$ cat config.mk
export PLATFORM = sky130hd
export DESIGN_NAME = lvds_tx_framer
export DESIGN_NICKNAME = d
export VERILOG_FILES = /design/src/rtl/lvds_tx_framer_pkg.sv /design/src/rtl/lvds_piso7.sv /design/src/rtl/lvds_tx_framer.sv
export SDC_FILE = /design/constraint.sdc
export NUM_CORES = 1
export LEC_CHECK = 0
export CAP_MARGIN = 20
export CORE_MARGIN = 4
export CORE_UTILIZATION = 48
export DETAILED_ROUTE_END_ITERATION = 16
export GPL_TIMING_DRIVEN = 0
export PLACE_DENSITY = 0.77
export SLEW_MARGIN = 20
export SYNTH_ARGS = -nofsm -noshare
export SYNTH_HDL_FRONTEND = slang
export SYNTH_SLANG_ARGS = --single-unit
$ cat constraint.sdc
create_clock -name clk -period 1.81 [get_ports clk]
set_input_delay 0.4525 -clock clk [delete_from_list [all_inputs] [get_ports clk]]
set_output_delay 0.4525 -clock clk [all_outputs]
set_load 0.01 [all_outputs]
$ cat src/rtl/lvds_tx_framer_pkg.sv
// Shared constants for the 7:1 FPD-Link framer.
// Word width, default clock pattern and lane slot map.
package lvds_tx_framer_pkg;

  localparam int LVDS_WORD_W = 7;

  localparam logic [LVDS_WORD_W-1:0] LVDS_CLK_PATTERN = 7'b1100011;

  // lane2 bit positions of the control bits
  localparam int L2_DE = 6;
  localparam int L2_VS = 5;
  localparam int L2_HS = 4;

  // lane0 bit position of G0, lane1 bit positions of B1/B0
  localparam int L0_G0 = 6;
  localparam int L1_B1 = 6;
  localparam int L1_B0 = 5;

  // lane0/1/2 word layout, bit6..bit0
  function automatic logic [20:0] pack_words(
    input logic       de,
    input logic       vs,
    input logic       hs,
    input logic [5:0] r,
    input logic [5:0] g,
    input logic [5:0] b
  );
    logic [6:0] w0;
    logic [6:0] w1;
    logic [6:0] w2;
    w0 = {g[0], r};
    w1 = {b[1:0], g[5:1]};
    w2 = {de, vs, hs, b[5:2]};
    return {w2, w1, w0};
  endfunction

endpackage

$ cat src/rtl/lvds_piso7.sv
// 7-bit parallel-load, MSB-first shift register.
// Ports: clk, rst (sync high), load, din[6:0] -> sout = sh[6].
import lvds_tx_framer_pkg::*;

module lvds_piso7 (
  input  logic                   clk,
  input  logic                   rst,
  input  logic                   load,
  input  logic [LVDS_WORD_W-1:0] din,
  output logic                   sout
);

  logic [LVDS_WORD_W-1:0] sh;

  always_ff @(posedge clk) begin
    if (rst) begin
      sh <= '0;
    end else if (load) begin
      sh <= din;
    end else begin
      sh <= {sh[LVDS_WORD_W-2:0], 1'b0};
    end
  end

  assign sout = sh[LVDS_WORD_W-1];

endmodule

$ cat src/rtl/lvds_tx_framer.sv
// 7:1 FPD-Link framer for an RGB666 panel on the bit clock.
// Ports: clk, rst, tx_en, hsync, vsync, de, red/green/blue[5:0] -> pix_ce, lane0_o..lane2_o, clk_lane_o.
import lvds_tx_framer_pkg::*;

module lvds_tx_framer #(
  parameter int                     HS_INVERT   = 0,
  parameter int                     VS_INVERT   = 0,
  parameter logic [LVDS_WORD_W-1:0] CLK_PATTERN = LVDS_CLK_PATTERN
) (
  input  logic       clk,
  input  logic       rst,
  input  logic       tx_en,
  input  logic       hsync,
  input  logic       vsync,
  input  logic       de,
  input  logic [5:0] red,
  input  logic [5:0] green,
  input  logic [5:0] blue,
  output logic       pix_ce,
  output logic       lane0_o,
  output logic       lane1_o,
  output logic       lane2_o,
  output logic       clk_lane_o
);

  localparam logic HS_X = (HS_INVERT != 0);
  localparam logic VS_X = (VS_INVERT != 0);

  logic [2:0]  p;
  logic        load;
  logic        hs_p;
  logic        vs_p;
  logic [20:0] packed_w;
  logic [6:0]  w0;
  logic [6:0]  w1;
  logic [6:0]  w2;

  // p==7 is unreachable; if ever seen it falls back to 0
  always_ff @(posedge clk) begin
    if (rst) begin
      p      <= 3'd0;
      pix_ce <= 1'b0;
    end else begin
      p      <= (p >= 3'd6) ? 3'd0 : p + 3'd1;
      pix_ce <= (p == 3'd5);
    end
  end

  assign load = (p == 3'd6);

  assign hs_p = hsync ^ HS_X;
  assign vs_p = vsync ^ VS_X;

  assign packed_w = pack_words(de, vs_p, hs_p, red, green, blue);

  // blanking zeroes the whole data word, control bits included
  assign w0 = tx_en ? packed_w[6:0]   : 7'd0;
  assign w1 = tx_en ? packed_w[13:7]  : 7'd0;
  assign w2 = tx_en ? packed_w[20:14] : 7'd0;

  lvds_piso7 u_lane0 (
    .clk  (clk),
    .rst  (rst),
    .load (load),
    .din  (w0),
    .sout (lane0_o)
  );

  lvds_piso7 u_lane1 (
    .clk  (clk),
    .rst  (rst),
    .load (load),
    .din  (w1),
    .sout (lane1_o)
  );

  lvds_piso7 u_lane2 (
    .clk  (clk),
    .rst  (rst),
    .load (load),
    .din  (w2),
    .sout (lane2_o)
  );

  lvds_piso7 u_clk_lane (
    .clk  (clk),
    .rst  (rst),
    .load (load),
    .din  (CLK_PATTERN),
    .sout (clk_lane_o)
  );

endmodule

==> summary.md <==
| Metric | Value |
|---|---|
| Largest net degree at the start of global routing | `11` |
| Register area | `between 600 and 700 sq um` |
| Post-CTS resize count | `0` |
| R2R depth | `5` |
| ANT nets after route | `0` |
| Distinct cells, synth | `18` |
| CTS HTree Levels | `2` |
| R2r startpoint | `p[0]$_SDFF_PP0_` |
| Initial core utilization | `approximately 51%` |
| FF+latch count, synth | `32` |
| Worst path cell trace | `clkdlybuf4s50_1` |
| DRT iter0 DRCs | `26` |
| Hold Crit Depth | `2` |
| Maxcap violations | `0` |
| CP max-delay cell | `clkdlybuf4s50_1` |
| Setup repair after global routing missed its margin | `no` |
| WL per Instance | `14.2 um` |
| CP Data Required Time | `about 1400 ps` |
| Clock Skews | `~7.8 ps` |
| Fin crit share | `between 90% and 100%` |
| Critical Path Sink Type | `primary output` |
| Row count | `18` |
| GRT overflow | `0` |
| Peak Freq | `a little over 600 MHz` |
| Gr busiest metal | `met2` |
| Clock Path Buffers | `2` |
| Pleak | `approximately 0.65 nW` |
| Final #Nets | `189` |
| Avg Cell Area, Syn | `between 9 and 10 sq um` |
| Pwr dens | `between 800 and 900 nW/um^2` |
| Synth Warn # | `0` |
| Syn Inst Count | `~130` |
| Total power | `0.00139 W` |
| Number of global-route vias before repair | `961` |
| Remaining DRCs | `0` |
| Status | `completed` |
| Num CTS Buffers | `5` |
| Root Buffer | `clkbuf_4` |
| Met2 usage | `25.9%` |
| Layout area overhead | `30.1%` |
| First-pass GRT wire length | `around 4200 um` |
| IO Port Bufs | `27` |
| Rel. slew slack | `69.7%` |
| Die ar. | `between 3000 and 4000 sq um` |
| Fin. Hold Viols | `0` |
| CP max stage delay | `approximately 530 ps` |
| CP delay by family, top | `buffers and inverters` |
| Post-detail-place hpwl | `roughly 2000 um` |
| Initial antenna violation count | `0` |
| CP Max Fanout | `1` |
| FF-to-FF setup slack | `~360 ps` |
| DR vias/cell | `around 5.3` |
| Setup Fix Bufs, Post-CTS | `0` |
| Area of the multi-input gates | `about 560 sq um` |
| Layout cells sized above 1 | `~23%` |
| Fin crit period | `roughly 1600 ps` |
| Worst hold path startpoint | `u_clk_lane.sh[5]$_SDFF_PP0_` |
| Final setup TNS | `0 ps` |
| Total Wirelength | `around 2700 um` |
| Slew Limit Fails | `0` |
| GR Util met1 | `19.7%` |
| I/O Pins | `29` |
| CP Buf/Inv Count | `1` |
| Hold Path End | `u_clk_lane.sh[6]$_SDFF_PP0_` |
| Routed vias | `between 1000 and 1500` |
| Startpoint types | `register` |
| Clock Latency Late Sink | `approximately 330 ps` |
| Diode count | `0` |
| CTS tree | `yes` |
| Post-CTS Hold Buffers | `0` |
| # fillers | `between 200 and 250` |
| Chip height | `between 50 and 60 um` |
| Syn_nets | `roughly 160` |
| DR pass1 iterations | `4` |
| Mapped Area | `1280 sq um` |
| Post-synthesis sequential area ratio | `50.1%` |
| CORE AREA | `between 2000 and 2500 sq um` |
| Gpl congestion | `between 0.7 and 0.8` |
| Clk slew on worst S/H paths | `100 ps` |
| Aggregate global-route resource usage | `between 15 and 20%` |
| Peak VDD IR | `between 0.7 and 0.8 mV` |
| Met3 GRT Util | `under 10%` |
| Worst-Margin Slew | `455 ps` |
| Clock sink count | `32` |
| WP data arrival | `about 1200 ps` |
| Final setup viols | `0` |
| Worst hold path class | `register to register` |
| R2R Path End | `p[2]$_SDFF_PP0_` |
| Chip Width | `59.6 um` |
| Setup CP Type | `register to primary output` |
## state kept, by name (all words and copies together), names as in the netlist
name / count
u_lane0.sh: 7
p: 3
u_clk_lane.sh: 7
u_lane2.sh: 7
pix_ce: 1
u_lane1.sh: 7
## power by group
part | internal, W | switching, W | leakage, nW
Clock | 0.000289 | 0.000234 | 0.0422
Sequential | 0.000712 | 0.00000686 | 0.258
Combinational | 0.0000680 | 0.0000794 | 0.345
## cells by family after synthesis
kind of cell / share of synthesized area [%]
flip-flops: 50.1
AND/OR/NAND/NOR: 17.4
adder cells (fa/ha/maj): 2.94
buffers and inverters: 6.17
AO/OA/AOI/OAI: 23.3
## cells in the final DEF, fill, tap and decap left out
master	synthesis	final
inv_1	2	2
a21oi_1	22	22
nor3_1	2	2
nor2_1	3	3
and2_1	4	4
clkbuf_4	0	5
clkinv_2	0	1
nor2b_1	1	1
and3b_1	1	1
clkdlybuf4s50_1	0	27
clkbuf_1	3	4
and4b_1	1	1
ha_1	3	3
or4b_1	1	1
nand2b_1	1	1
a21bo_2	18	18
bufinv_16	0	1
nor3b_1	3	3
o21a_1	1	1
nand4_1	18	18
buf_2	12	12
dfxtp_1	32	32
## synthesized netlist by cell type
library cell / n / area [sq um]
dfxtp_1: 32 / 641
a21oi_1: 22 / 110
a21bo_2: 18 / 180
nand4_1: 18 / 113
buf_2: 12 / 60.1
and2_1: 4 / 25.0
clkbuf_1: 3 / 11.3
ha_1: 3 / 37.5
nor2_1: 3 / 11.3
nor3b_1: 3 / 22.5
inv_1: 2 / 7.51
nor3_1: 2 / 10.0
and3b_1: 1 / 8.76
and4b_1: 1 / 10.0
nand2b_1: 1 / 6.26
nor2b_1: 1 / 6.26
o21a_1: 1 / 7.51
or4b_1: 1 / 10.0
## how the worst max path moves through the flow
stage                                     start                  endpoint  slack (ps)  depth (start not counted)
global placement                            rst  u_lane0.sh[3]$_SDFF_PP0_          40                          4
detailed placement                          rst  u_lane0.sh[6]$_SDFF_PP0_        -0.9                          4
CTS                    u_lane0.sh[6]$_SDFF_PP0_                   lane0_o         150                          1
global route        u_clk_lane.sh[6]$_SDFF_PP0_                clk_lane_o         120                          1
finish                 u_lane0.sh[6]$_SDFF_PP0_                   lane0_o         170                          1
floorplan                       p[0]$_SDFF_PP0_           p[2]$_SDFF_PP0_         480                          5
## per-layer routing
metal | part of all wire, % | up-vias
li1 | - | 524
met1 | 45 | 471
met2 | 47 | 22
met3 | 6.1 | 6
met4 | 1.5 | 0
met5 | 0 | -
## through the flow
step	instance area, sq um	hold WS (ps)	util, %	setup WS (ps)	cells
finish	1660	451	66.5	171	193
detailed placement	1590	437	63.4	-0.853	185
floorplan	1280	413	-	475	128
global placement	1590	423	63.4	40.1	185
global route	1660	469	66.5	119	193
CTS	1660	456	66.5	147	193
## layout make-up
class,count,share of cell area (%)
well taps,30,2.26
inverters,2,0.452
repair buffers,27,16.3
clock inverters,2,2.11
multi-input cells,79,33.6
flip-flops and latches,32,38.6
plain buffers,15,4.29
clock buffers,6,2.48
Note: power is estimated with default switching activity, not from simulation.
==> variant, RTL diff (same settings) <==
Set the parameter `VS_INVERT` to 1 (it was 0).
--- a/src/rtl/lvds_tx_framer.sv
+++ b/src/rtl/lvds_tx_framer.sv
@@ -4,7 +4,7 @@
 
 module lvds_tx_framer #(
   parameter int                     HS_INVERT   = 0,
-  parameter int                     VS_INVERT   = 0,
+  parameter int                     VS_INVERT   = 1,
   parameter logic [LVDS_WORD_W-1:0] CLK_PATTERN = LVDS_CLK_PATTERN
 ) (
   input  logic       clk,
Behaviour: not the same (a bounded check fails within 10 cycles, from zero or initial values and one cycle with rst high).
==> variant against the unedited design <==
- routed wire length increased by 1.5%
- setup slack got worse by 0.0043 ns
- critical path depth unchanged
- design area decreased by 0.68%
- area after synthesis increased by 0.29%
- non-clock buffer count unchanged
- sequential cell count unchanged
- clock skew about the same
- synthesized cell count unchanged
- total power decreased by 7.7%
- highest routed layer unchanged
==> variant: results (changes against the unedited design) <==
DR_WL_MET2_UM=1320  # +2.2%
STATUS='finished, final reports clean'
SYNTH_SEQUENTIAL_AREA_RATIO=0.500  # -0.00147
SYNTH_WARNINGS=0  # unchanged
SYNTH_CELL_COUNT_LEADERS='32 x sky130_fd_sc_hd__dfxtp_1, 22 x sky130_fd_sc_hd__a21oi_1, 18 x sky130_fd_sc_hd__a21bo_2, 17 x sky130_fd_sc_hd__nand4_1, 12 x sky130_fd_sc_hd__buf_2'
SYNTH-MAIN-FF-CELL='sky130_fd_sc_hd__dfxtp_1'
CPMAXSTAGEDELAYCELL='sky130_fd_sc_hd__clkdlybuf4s50_1'
SYNTH-COMPOUND-AREA-SHARE=0.232  # -0.000683
FINISH.NET_COUNT=189  # unchanged
YS_TYPES=21  # +3
FINAL.SETUP_SKEW_NS=0.00800  # +0.000172 ns
GRT_USE_TOTAL=0.174  # +0.0107
SYNTHADDERAREAFRAC=0.0293  # -0.0000861
ROUTE.DETAILED.VIAS_PER_INST=5.50  # +3.8%
HOLD_DEPTH=2  # unchanged
POST-DP-HPWL_UM=1940  # -1.1%
HOLD_WS_NS=0.446  # -0.00455 ns
TOTAL_LEAKAGE_POWER_nW=0.645  # about the same
CTS.PATH.MAX_BUFFERS=2  # unchanged
PLACEMENT.IO_BUFFERS=27  # unchanged
N_FILL_CELL=214  # +3.9%
CLOCK_TREE.HTREE_LEVEL_COUNT=2  # unchanged
YS_TOP_CELLS_BY_AREA='sky130_fd_sc_hd__dfxtp_1 50%, sky130_fd_sc_hd__a21bo_2 14%, sky130_fd_sc_hd__a21oi_1 8.6%, sky130_fd_sc_hd__nand4_1 8.3%, sky130_fd_sc_hd__buf_2 4.7%'
LARGEST_FAMILY_OF_LOGIC_CELLS_BY_SYNTHESIZED_AREA='compound AO/OA/AOI/OAI gates'
MIN-DELAY-START='u_clk_lane.sh[5]'
CTS_ROOT_BUFFER='sky130_fd_sc_hd__clkbuf_4'
GP_CONGESTION=0.788  # +6.0%
MAXSLEWVIOLCOUNT=0  # unchanged
SLEW-LIMIT-HEADROOM=0.694  # -0.00262
DRT_FIRST_ITER_VIOLATIONS=66  # +150%
NUMBER_OF_GLOBAL_ROUTE_VIAS_BEFORE_REPAIR=1015  # +5.6%
DRT_PASS1_ITERATIONS=4  # unchanged
MET1_LENGTH_UM=1220  # -1.2%
WL_MET3_UM=195  # +16%
WORST-ENDPOINT-ARRIVAL_NS=1.19  # about the same
CPPEAKSTAGEDELAY_NS=0.53  # about the same
VDD_DROP_MAX_mV=0.692  # -11%
POST_SYNTH_MUX_AREA_SHARE=0  # unchanged
SYNTHXORXNORAREAFRAC=0  # unchanged
GRT_PASS1_WL_UM=4620  # +9.1%
POST_DRT_WL_PER_CELL_UM=14.4  # +1.5%
LAYOUT-DRIVE-GT1-SHARE=0.239  # +0.0123
CLK_PIN_SLEW_WORST_PATHS_NS=0.10  # about the same
[variant: kinds of logic (layout without fill, tap and decap cells)]
group / count (synthesis) / count (layout)
AOI/OAI and AO/OA: 41 / 41
adders and majority gates: 3 / 3
buffers and inverters: 17 / 52
DFF: 32 / 32
and+or+nand+nor: 35 / 35
[variant: how the worst max path moves through the flow]
stage                   from            end  slack, ns  cells after the start
4_1_cts        u_lane0.sh[6]        lane0_o       0.14                      1
3_5_place_dp             rst  u_lane0.sh[1]      0.009                      4
3_3_place_gp             rst  u_lane0.sh[4]    -0.0002                      4
2_1_floorplan           p[0]           p[2]       0.48                      5
5_1_grt        u_lane0.sh[6]        lane0_o       0.12                      1
6_report       u_lane0.sh[6]        lane0_o       0.17                      1
[variant: where the power goes]
group | switching, mW | internal, mW | total, mW
logic | 0.0794 | 0.0693 | 0.149
clock network | 0.232 | 0.185 | 0.416
registers | 0.00648 | 0.712 | 0.719
[variant: area by class of cell]
class                           count  area (um2)  share of cell area
Timing Repair Buffer               27         270               0.164
Buffer                             15        72.6              0.0440
Sequential cell                    32         641               0.388
Clock buffer                        6        51.3              0.0311
Inverter                            2        7.51             0.00455
Multi-Input combinational cell     79         561               0.340
Tap cell                           30        37.5              0.0227
Clock inverter                      2        10.0             0.00607
[variant: layer usage]
layer / vias to the layer above / track usage
met5: - / 0
met4: 0 / 0.0665
met3: 6 / 0.0670
met2: 27 / 0.272
met1: 503 / 0.215
li1: 526 / -
[variant: stage by stage]
step	cell area (um2)	setup slack, ns	cells
final	1650	0.166	193
after global routing	1650	0.124	193
after CTS	1650	0.142	193
after detailed placement	1590	0.00912	185
after global placement	1590	-0.000228	185
after floorplan	1280	0.480	128
[variant: tightest hold or removal path, stage by stage (launching register included)]
cell and delay [ns]:
sky130_fd_sc_hd__dfxtp_1 0.32, sky130_fd_sc_hd__a21oi_1 0.04, sky130_fd_sc_hd__nor2_1 0.06
